File: config.mk
export PLATFORM = sky130hd
export DESIGN_NAME = sdram_rd_arbiter
export DESIGN_NICKNAME = d
export VERILOG_FILES = /design/src/rtl/sdram_rd_arbiter.sv
export SDC_FILE = /design/constraint.sdc
export NUM_CORES = 1
export LEC_CHECK = 0
export BUFFER_PORTS_ARGS = -buffer_cell sky130_fd_sc_hd__buf_2
export CAP_MARGIN = 20
export CORE_ASPECT_RATIO = 0.6
export CORE_MARGIN = 5
export CORE_UTILIZATION = 45
export CTS_BUF_LIST = sky130_fd_sc_hd__clkbuf_8 sky130_fd_sc_hd__clkbuf_16
export CTS_CLUSTER_DIAMETER = 40
export DETAILED_ROUTE_END_ITERATION = 10
export PLACE_DENSITY = 0.71
export REMOVE_ABC_BUFFERS = 1
export SLEW_MARGIN = 40
export SYNTH_ARGS = -nofsm -noshare
export SYNTH_HDL_FRONTEND = slang
export SYNTH_SLANG_ARGS = --single-unit
export TNS_END_PERCENT = 50
File: constraint.sdc
create_clock -name clk -period 3.6 [get_ports clk]
set_input_delay 0.54 -clock clk [delete_from_list [all_inputs] [get_ports clk]]
set_output_delay 0.54 -clock clk [all_outputs]
set_load 0.005 [all_outputs]
File: src/rtl/sdram_rd_arbiter.sv
// sdram_rd_arbiter: shares one SDRAM read port between two requesters.
// Grants fixed-length read bursts round-robin, issues sdram_dout_req for the
// owner, steers returned words to the owner only, and aborts stalled bursts.
module sdram_rd_arbiter #(
  parameter int BURST_LEN = 8,
  parameter int TIMEOUT   = 64
) (
  input  logic        clk,
  input  logic        rst_n,
  input  logic        sdram_ready_to_read,
  input  logic [15:0] sdram_dout,
  input  logic        sdram_dout_vld,
  output logic        sdram_dout_req,
  input  logic        req0,
  input  logic        req1,
  input  logic        en0,
  input  logic        en1,
  output logic        gnt0,
  output logic        gnt1,
  output logic [15:0] din0,
  output logic [15:0] din1,
  output logic        ack0,
  output logic        ack1,
  output logic        busy,
  output logic        timeout_err
);

  localparam int CW = $clog2(BURST_LEN + 1);
  localparam int SW = $clog2(TIMEOUT + 1);
  localparam logic [CW-1:0] BL_C     = CW'(BURST_LEN);
  localparam logic [CW-1:0] CNT_ONE  = CW'(1);
  localparam logic [CW-1:0] CNT_ZERO = {CW{1'b0}};
  localparam logic [SW-1:0] TO_C     = SW'(TIMEOUT);
  localparam logic [SW-1:0] STL_ONE  = SW'(1);
  localparam logic [SW-1:0] STL_ZERO = {SW{1'b0}};

  typedef enum logic [1:0] {
    IDLE  = 2'd0,
    BURST = 2'd1,
    DRAIN = 2'd2
  } state_t;

  state_t          state_r, state_s;
  logic            owner_r, owner_s;
  logic            rr_r, rr_s;
  logic [CW-1:0]   issued_r, issued_s;
  logic [CW-1:0]   received_r, received_s;
  logic [SW-1:0]   stall_r, stall_s;
  logic            gnt0_s, gnt1_s;
  logic            tmo_s;
  logic            req_s;
  logic            pick_s;
  logic            abort_s;
  logic            finish_s;
  logic            elig0_s, elig1_s;
  logic            owner_en_s;

  // ready_to_read only matters when choosing a new owner (IDLE)
  assign elig0_s        = req0 & en0 & sdram_ready_to_read;
  assign elig1_s        = req1 & en1 & sdram_ready_to_read;
  assign owner_en_s     = owner_r ? en1 : en0;
  assign sdram_dout_req = req_s;

  // Next-state, counters and grant decode for the IDLE/BURST/DRAIN machine
  always_comb begin
    state_s    = state_r;
    owner_s    = owner_r;
    rr_s       = rr_r;
    issued_s   = issued_r;
    received_s = received_r;
    stall_s    = stall_r;
    gnt0_s     = gnt0;
    gnt1_s     = gnt1;
    tmo_s      = 1'b0;
    req_s      = 1'b0;
    pick_s     = 1'b0;
    abort_s    = 1'b0;
    finish_s   = 1'b0;
    case (state_r)
      IDLE: begin
        if (elig0_s || elig1_s) begin
          if (elig0_s && elig1_s) begin
            pick_s = rr_r;
          end else begin
            pick_s = elig1_s;
          end
          owner_s    = pick_s;
          state_s    = BURST;
          gnt0_s     = ~pick_s;
          gnt1_s     = pick_s;
          issued_s   = CNT_ZERO;
          received_s = CNT_ZERO;
          stall_s    = STL_ZERO;
        end else begin
          gnt0_s = 1'b0;
          gnt1_s = 1'b0;
        end
      end
      BURST, DRAIN: begin
        // Requests stop the same cycle the owner's enable drops
        req_s    = (state_r == BURST) && (issued_r < BL_C) && owner_en_s;
        issued_s = issued_r + CW'(req_s);
        if (sdram_dout_vld && (received_r < BL_C)) begin
          received_s = received_r + CNT_ONE;
        end else begin
          received_s = received_r;
        end
        // Stall counting includes the request issued this cycle
        if (sdram_dout_vld) begin
          stall_s = STL_ZERO;
        end else if (issued_s > received_s) begin
          stall_s = stall_r + STL_ONE;
        end else begin
          stall_s = STL_ZERO;
        end
        abort_s = (stall_s == TO_C);
        if (state_r == BURST) begin
          finish_s = (received_s == BL_C);
        end else begin
          finish_s = (received_s == issued_s);
        end
        if (abort_s || finish_s) begin
          state_s = IDLE;
          gnt0_s  = 1'b0;
          gnt1_s  = 1'b0;
          rr_s    = ~owner_r;
          tmo_s   = abort_s;
          stall_s = STL_ZERO;
          if (abort_s) begin
            issued_s   = CNT_ZERO;
            received_s = CNT_ZERO;
          end else begin
            issued_s   = issued_s;
          end
        end else if ((state_r == BURST) && !owner_en_s) begin
          state_s = DRAIN;
        end else begin
          state_s = state_r;
        end
      end
      default: begin
        state_s = IDLE;
        gnt0_s  = 1'b0;
        gnt1_s  = 1'b0;
      end
    endcase
  end

  // State, arbitration and handshake registers
  always_ff @(posedge clk or negedge rst_n) begin
    if (!rst_n) begin
      state_r     <= IDLE;
      owner_r     <= 1'b0;
      rr_r        <= 1'b0;
      issued_r    <= CNT_ZERO;
      received_r  <= CNT_ZERO;
      stall_r     <= STL_ZERO;
      gnt0        <= 1'b0;
      gnt1        <= 1'b0;
      busy        <= 1'b0;
      timeout_err <= 1'b0;
    end else begin
      state_r     <= state_s;
      owner_r     <= owner_s;
      rr_r        <= rr_s;
      issued_r    <= issued_s;
      received_r  <= received_s;
      stall_r     <= stall_s;
      gnt0        <= gnt0_s;
      gnt1        <= gnt1_s;
      busy        <= (state_s != IDLE);
      timeout_err <= tmo_s;
    end
  end

  // Return-data steering: only the owner sees data; words in IDLE are dropped
  always_ff @(posedge clk or negedge rst_n) begin
    if (!rst_n) begin
      din0 <= 16'h0000;
      din1 <= 16'h0000;
      ack0 <= 1'b0;
      ack1 <= 1'b0;
    end else begin
      ack0 <= 1'b0;
      ack1 <= 1'b0;
      if ((state_r != IDLE) && sdram_dout_vld) begin
        if (owner_r) begin
          din1 <= sdram_dout;
          ack1 <= 1'b1;
        end else begin
          din0 <= sdram_dout;
          ack0 <= 1'b1;
        end
      end
    end
  end

endmodule
* Yosys cells after proc, flatten, opt, wreduce, memory -nomap -nowiden *
Index checks and enable logic that the tools add are counted.

operators by class
  order comparisons = 3
  bitwise operators = 6
  reductions and logical operators = 19
  multiplexer cells = 37
  equal/unequal tests = 7
  add/sub/neg operators = 3

operator list
  cell                                               number
  two-way mux 7 bit                                  5
  two-way mux 4 bit                                  7
  two-way mux 1 bit                                  16
  one-hot mux 4 bit (2 select lines)                 2
  one-hot mux 7 bit (2 select lines)                 1
  AND reduction 2 bit                                5
  less-than comparator 4 bit, second input constant  2
  adder 7 x 1 -> 7 bit, second input constant        1
  == test 7 bit, second input constant               1
  logical AND 1 bit                                  6
  two-way mux 2 bit                                  3
  nonzero test 2 bit                                 3
  adder 4 x 1 -> 4 bit                               1
  adder 4 x 1 -> 4 bit, second input constant        1
  bitwise AND 1 bit                                  4
  == test 4 bit                                      1
  == test 4 bit, second input constant               1
  > comparator 4 bit                                 1
  inequality test 2 bit, second input constant       2
  one-hot mux 1 bit (2 select lines)                 2
  one-hot mux 2 bit (2 select lines)                 1
  == test 2 x 1 -> 1 bit, second input constant      1
  == test 2 bit, second input constant               1
  zero test 2 bit                                    1
  other kinds (4)                                    6

storage, ports and cells
  logic and storage cells = 89
  output and inout bits = 39
  input port bits = 24
  flip-flop bits (word level) = 57

* Longest topological paths before layout *
  word-level depth = 13
  mapped depth = 14
  gate-level depth less buffers = 13

* Worst setup path after synthesis *
No wires, ideal clock.

  kind = register -> register
  from = register state_r[1]
  to = register issued_r[0]
  setup slack = 0.294 ns
  arrival time = 3.181 ns
  setup time = 0.125 ns
  path buffers = 1
  data required time = 3.475 ns
  period minus slack after synthesis = 3.306 ns
  cell stages (with the launch flop) = 15
  cells stage by stage = dfrtp_1 -> inv_1 -> ha_1 -> nor3b_1 -> and2_1 -> ha_1 -> xor2_1 -> ha_1 -> nand4_1 -> nand2b_1 -> a2111oi_2 -> and2_1 -> buf_2 -> o31ai_1 -> mux2_2

on the way
  word-level cells in the longest chain between the ends = 12
  elaborated cells on any way between the ends = 22
  classes of those cells = add/sub: 1; order compare: 1; eq/ne: 5; mux: 8; reduce/logical: 7

RTL lines
  element                                                RTL line      RTL
  start, declared                                        43            state_t state_r, state_s;
  start signal, assigned                                 163           state_r <= state_s;
  == test 2 x 1 -> 1 bit                                 79, 101, 117
  logical AND 1 bit (2 in series)                        101           req_s = (state_r == BURST) && (issued_r < BL_C) && owner_en_s;
  adder 4 x 1 -> 4 bit                                   102           issued_s = issued_r + CW'(req_s);
  > comparator 4 bit                                     111           end else if (issued_s > received_s) begin
  two-way mux 7 bit                                      111
  two-way mux 7 bit                                      109           if (sdram_dout_vld) begin
  two-way mux 7 bit                                      79            case (state_r)
  == test 7 bit                                          116           abort_s = (stall_s == TO_C);
  two-way mux 4 bit or logical OR 1 bit (tied branches)  129, 122
  two-way mux 4 bit                                      122           if (abort_s || finish_s) begin
  one-hot mux 4 bit (2 select lines)                     79
  end signal, assigned                                   166           issued_r <= issued_s;
  end, declared                                          46            logic [CW-1:0] issued_r, issued_s;

Several ways; a longest one is shown, not always the timed one. The select of a mux whose other input is x is not followed.
A chain may end at the register's enable or synchronous reset.

* Final worst setup path *
  from = register owner_r
  to = register stall_r[5]

on the way
  word-level cells in the longest chain between the ends = 11
  elaborated cells on any way between the ends = 14
  classes of those cells = add/sub: 1; order compare: 1; eq/ne: 2; mux: 8; reduce/logical: 2

RTL lines
  element                                 RTL line  RTL
  start, declared                         44        logic owner_r, owner_s;
  start signal, assigned                  164       owner_r <= owner_s;
  two-way mux 1 bit (*)                   61        assign owner_en_s = owner_r ? en1 : en0;
  logical AND 1 bit (*)                   101
  adder 4 x 1 -> 4 bit (*)                102
  > comparator 4 bit                      111
  two-way mux 7 bit                       111
  two-way mux 7 bit                       109
  two-way mux 7 bit                       79
  == test 7 bit                           116
  logical OR 1 bit                        122
  two-way mux 7 bit (*)                   122
  one-hot mux 7 bit (2 select lines) (*)  79
  end signal, assigned                    168       stall_r <= stall_s;
  end, declared                           48        logic [SW-1:0] stall_r, stall_s;

Every way passes the cells marked *; elsewhere a longest branch is shown, timed or not. The select of a mux whose other input is x is not followed.

==> metrics.md <==
| Metric | Value |
|---|---|
| Die Area | `7766 sq um` |
| Net Sw Power | `roughly 0.9 mW` |
| Dpl cell area | `approximately 3200 sq um` |
| Crit path DAT | `3.60 ns` |
| Placed Instances | `between 400 and 500` |
| Largest fanout on the critical path | `7` |
| WP buf/inv | `0` |
| Overall Global Routing Usage | `0.1605` |
| Slew Viols, Final | `0` |
| Ranking of synthesized cells by area | `dfrtp_1 (52%), nand2_1 (8.4%), mux2_2 (7.8%)` |
| Nets@finish | `364` |
| Critical-path top delay cell | `or4b_1` |
| Clock power share | `0.209` |
| Layout cells sized above 1 | `0.3413` |
| Skew-Pair Late Insertion Delay | `0.32 ns` |
| TritonCTS Buffers | `9` |
| MaxCap Viol Count | `0` |
| Worst-path clk slew | `0.06 ns` |
| Yosys top cell by area | `dfrtp_1` |
| Crit. End Element | `register` |
| Starting density of the core | `0.4543` |
| Worst min path class | `primary input to async pin` |
| Vias per cell | `5.199` |
| Pwr/cell area | `766.6 nW/um^2` |
| Pleak | `around 1.7 nW` |
| Most frequent cell after synthesis | `nand2_1` |
| Overall power | `2.565 mW` |
| Post-synth EDFFs | `0` |
| Final Routed Wirelength | `6.059 mm` |
| CORE AREA | `6001 sq um` |
| CTS root buffer | `clkbuf_8` |
| Layout Skew | `0.003540 ns` |
| Internal | `between 1.5 and 2 mW` |
| Commonest cells post-synth | `nand2_1 (61), dfrtp_1 (57), mux2_2 (19)` |
| Place WS | `0.2651 ns` |
| Worst Tran Pin Value | `between 0.5 and 0.6 ns` |
| 1st-iter DRT viols | `71` |
| RePlAce Congestion | `0.8271` |
| DP HPWL | `between 4 and 5 mm` |
| Post-route antenna net violation count | `0` |
| Startpoint Class | `register` |
| Die H | `70.29 um` |
| Vias in the first global route | `2,053` |
| Clk sinks | `57` |
| Total grt overflow | `0` |
| H-tree depth | `3` |
| Pin count of the biggest net entering global routing | `42` |
| Sequential share of the synthesized area | `0.5232` |
| FF+latch area | `1426 sq um` |
| Primary FF master, synth | `dfrtp_1` |
| Most common cell type on the critical path | `ha_1` |
| Syn avg cell area | `10.53 sq um` |
| # DRC | `0` |
| CTS tree | `done` |
| Setup violators final | `0` |
| Maximum vdd ir drop | `362.2 uV` |
| Outcome | `completed` |
| I/O Buffers | `62` |
| Max Clock Freq | `299.7 MHz` |
| Critical path, cell by cell | `mux2i_1, nor3b_2, and2_1, ha_1, xor2_1, ha_1, nand4_1, nor2_1, a31o_2, or4b_1, o31ai_1, a21o_1` |
| FF+latch count, synth | `57` |
| Setup TNS | `0 ns` |
| Maximum clock path buffer count | `2` |
| Row cnt | `22` |
| Non-Filler Instances | `418` |
| CP Class | `register to register` |
| Hold Slack | `0.1930 ns` |
| Ys Warns | `0` |
| Die W | `110.5 um` |
| Fillers | `564` |
| Crit share post-route | `0.9269` |
| Worst path required time | `3.86 ns` |
| Comb pwr share | `0.394` |
| Cells after Synth | `259` |
| Worst setup margin | `0.2631 ns` |
| Fraction of registers with async set/reset | `1.000` |
| Area Growth Syn to Fin | `22.72%` |
| Sequential power share | `0.398` |
| RR Startpoint | `owner_r` |
| Sw Ratio | `0.3559` |
| Drt first pass iters | `4` |
| Area occupied by multi-input gates | `around 1200 sq um` |
| Initial antenna violation count | `0` |
| CP Launch Point | `owner_r` |
| Via count | `2,173` |
| Top delay family on crit path | `simple AND/OR/NAND/NOR gates` |
| Post-Syn Area | `2726 sq um` |
| RSZ-0062 raised after global routing | `no` |
| Slew Limit Headroom | `0.6283` |
| Minimum clock period | `3.337 ns` |
| DR WL/cell | `around 14 um` |
| IO Count | `63` |
| ANT cells | `0` |
| Final Util | `0.5575` |
| Slowest Stage Delay on Critical Path | `approximately 0.7 ns` |
| Unique cell type count in the Yosys netlist | `43` |
| Final instance area | `approximately 3300 sq um` |
| Global-route wire length before repair | `10.03 mm` |
| Top cell type's share of synthesized area | `0.5232` |
| Final Hold Violating Endpoints | `0` |
## kinds of logic (layout without fill, tap and decap cells)
group	after synthesis	after routing	share of synthesized area
xor+xnor	7	7	0.02249
flops	57	57	0.5232
fa+ha+maj	10	10	0.04589
mux	21	21	0.08582
simple gates	100	100	0.1744
compound gates	49	49	0.1257
buf+inv	15	90	0.02249
## final timing paths
| check | cells after the start | slack, ns | endpoint |
|---|---|---|---|
| setup / recovery | 12 | 0.26 | stall_r[5] |
| hold / removal | 1 | 0.19 | din0[1] |
| setup reg to reg | 12 | 0.26 | stall_r[5] |
| hold reg to reg | 2 | 0.47 | din1[9] |
| max in group asynchronous | 2 | 2.76 | stall_r[1] |
| min in group clk | 3 | 0.41 | din1[7] |
## repair_timing
item | 4_1_cts | 5_1_grt
setup buffers | 0 | 0
hold buffers | 0 | 0
gates resized for setup | 0 | 2
endpoints found under the setup margin | 0 | 10
## state kept, by name, indices dropped and copies added, names as in the netlist
register and count:
timeout_err 1, din0 16, rr_r 1, busy 1, received_r 4, owner_r 1
state_r 2, ack1 1, ack0 1, issued_r 4, din1 16, gnt1 1
stall_r 7, gnt0 1
## cell type report
class	instances	share of cell area
sequential	57	0.4263
multi-input combinational	187	0.3725
timing repair buffer	69	0.1092
clock buffer	12	0.04936
tap	84	0.03141
inverter	6	0.006731
clock inverter	3	0.004488
## worst reg2reg max path: stages, from the launching register on
cell	delay, ns
dfrtp_1	0.48
mux2i_1	0.40
nor3b_2	0.11
and2_1	0.19
ha_1	0.21
xor2_1	0.16
ha_1	0.30
nand4_1	0.10
nor2_1	0.05
a31o_2	0.23
or4b_1	0.68
o31ai_1	0.26
a21o_1	0.14
## metal layers
layer	up-vias	GRT usage	wire, um
li1	1054	-	-
met1	1063	0.2234	2987
met2	50	0.2386	2750
met3	6	0.04156	256
met4	0	0.06557	65
met5	-	0	0
## cell usage in the layout, fill, tap and decap left out, types with 8 or more instances in the layout
cell	netlist	final
a21oi_1	8	8
buf_2	4	61
clkbuf_8	0	12
nand2_1	61	61
mux2_2	19	19
o21ai_0	12	11
buf_4	0	8
dfrtp_1	57	57
ha_1	10	9
## power by group through the flow
stage | logic (mW) | registers (mW) | clock network [mW]
floorplan | 0.567 | 1.03 | 0
global placement | 0.980 | 1.02 | 0
detailed placement | 1.01 | 1.03 | 0
CTS | 1.02 | 1.02 | 0.550
global route | 1.12 | 1.05 | 0.581
finish | 1.01 | 1.02 | 0.535
No activity file was read; power rests on OpenSTA's default activity.
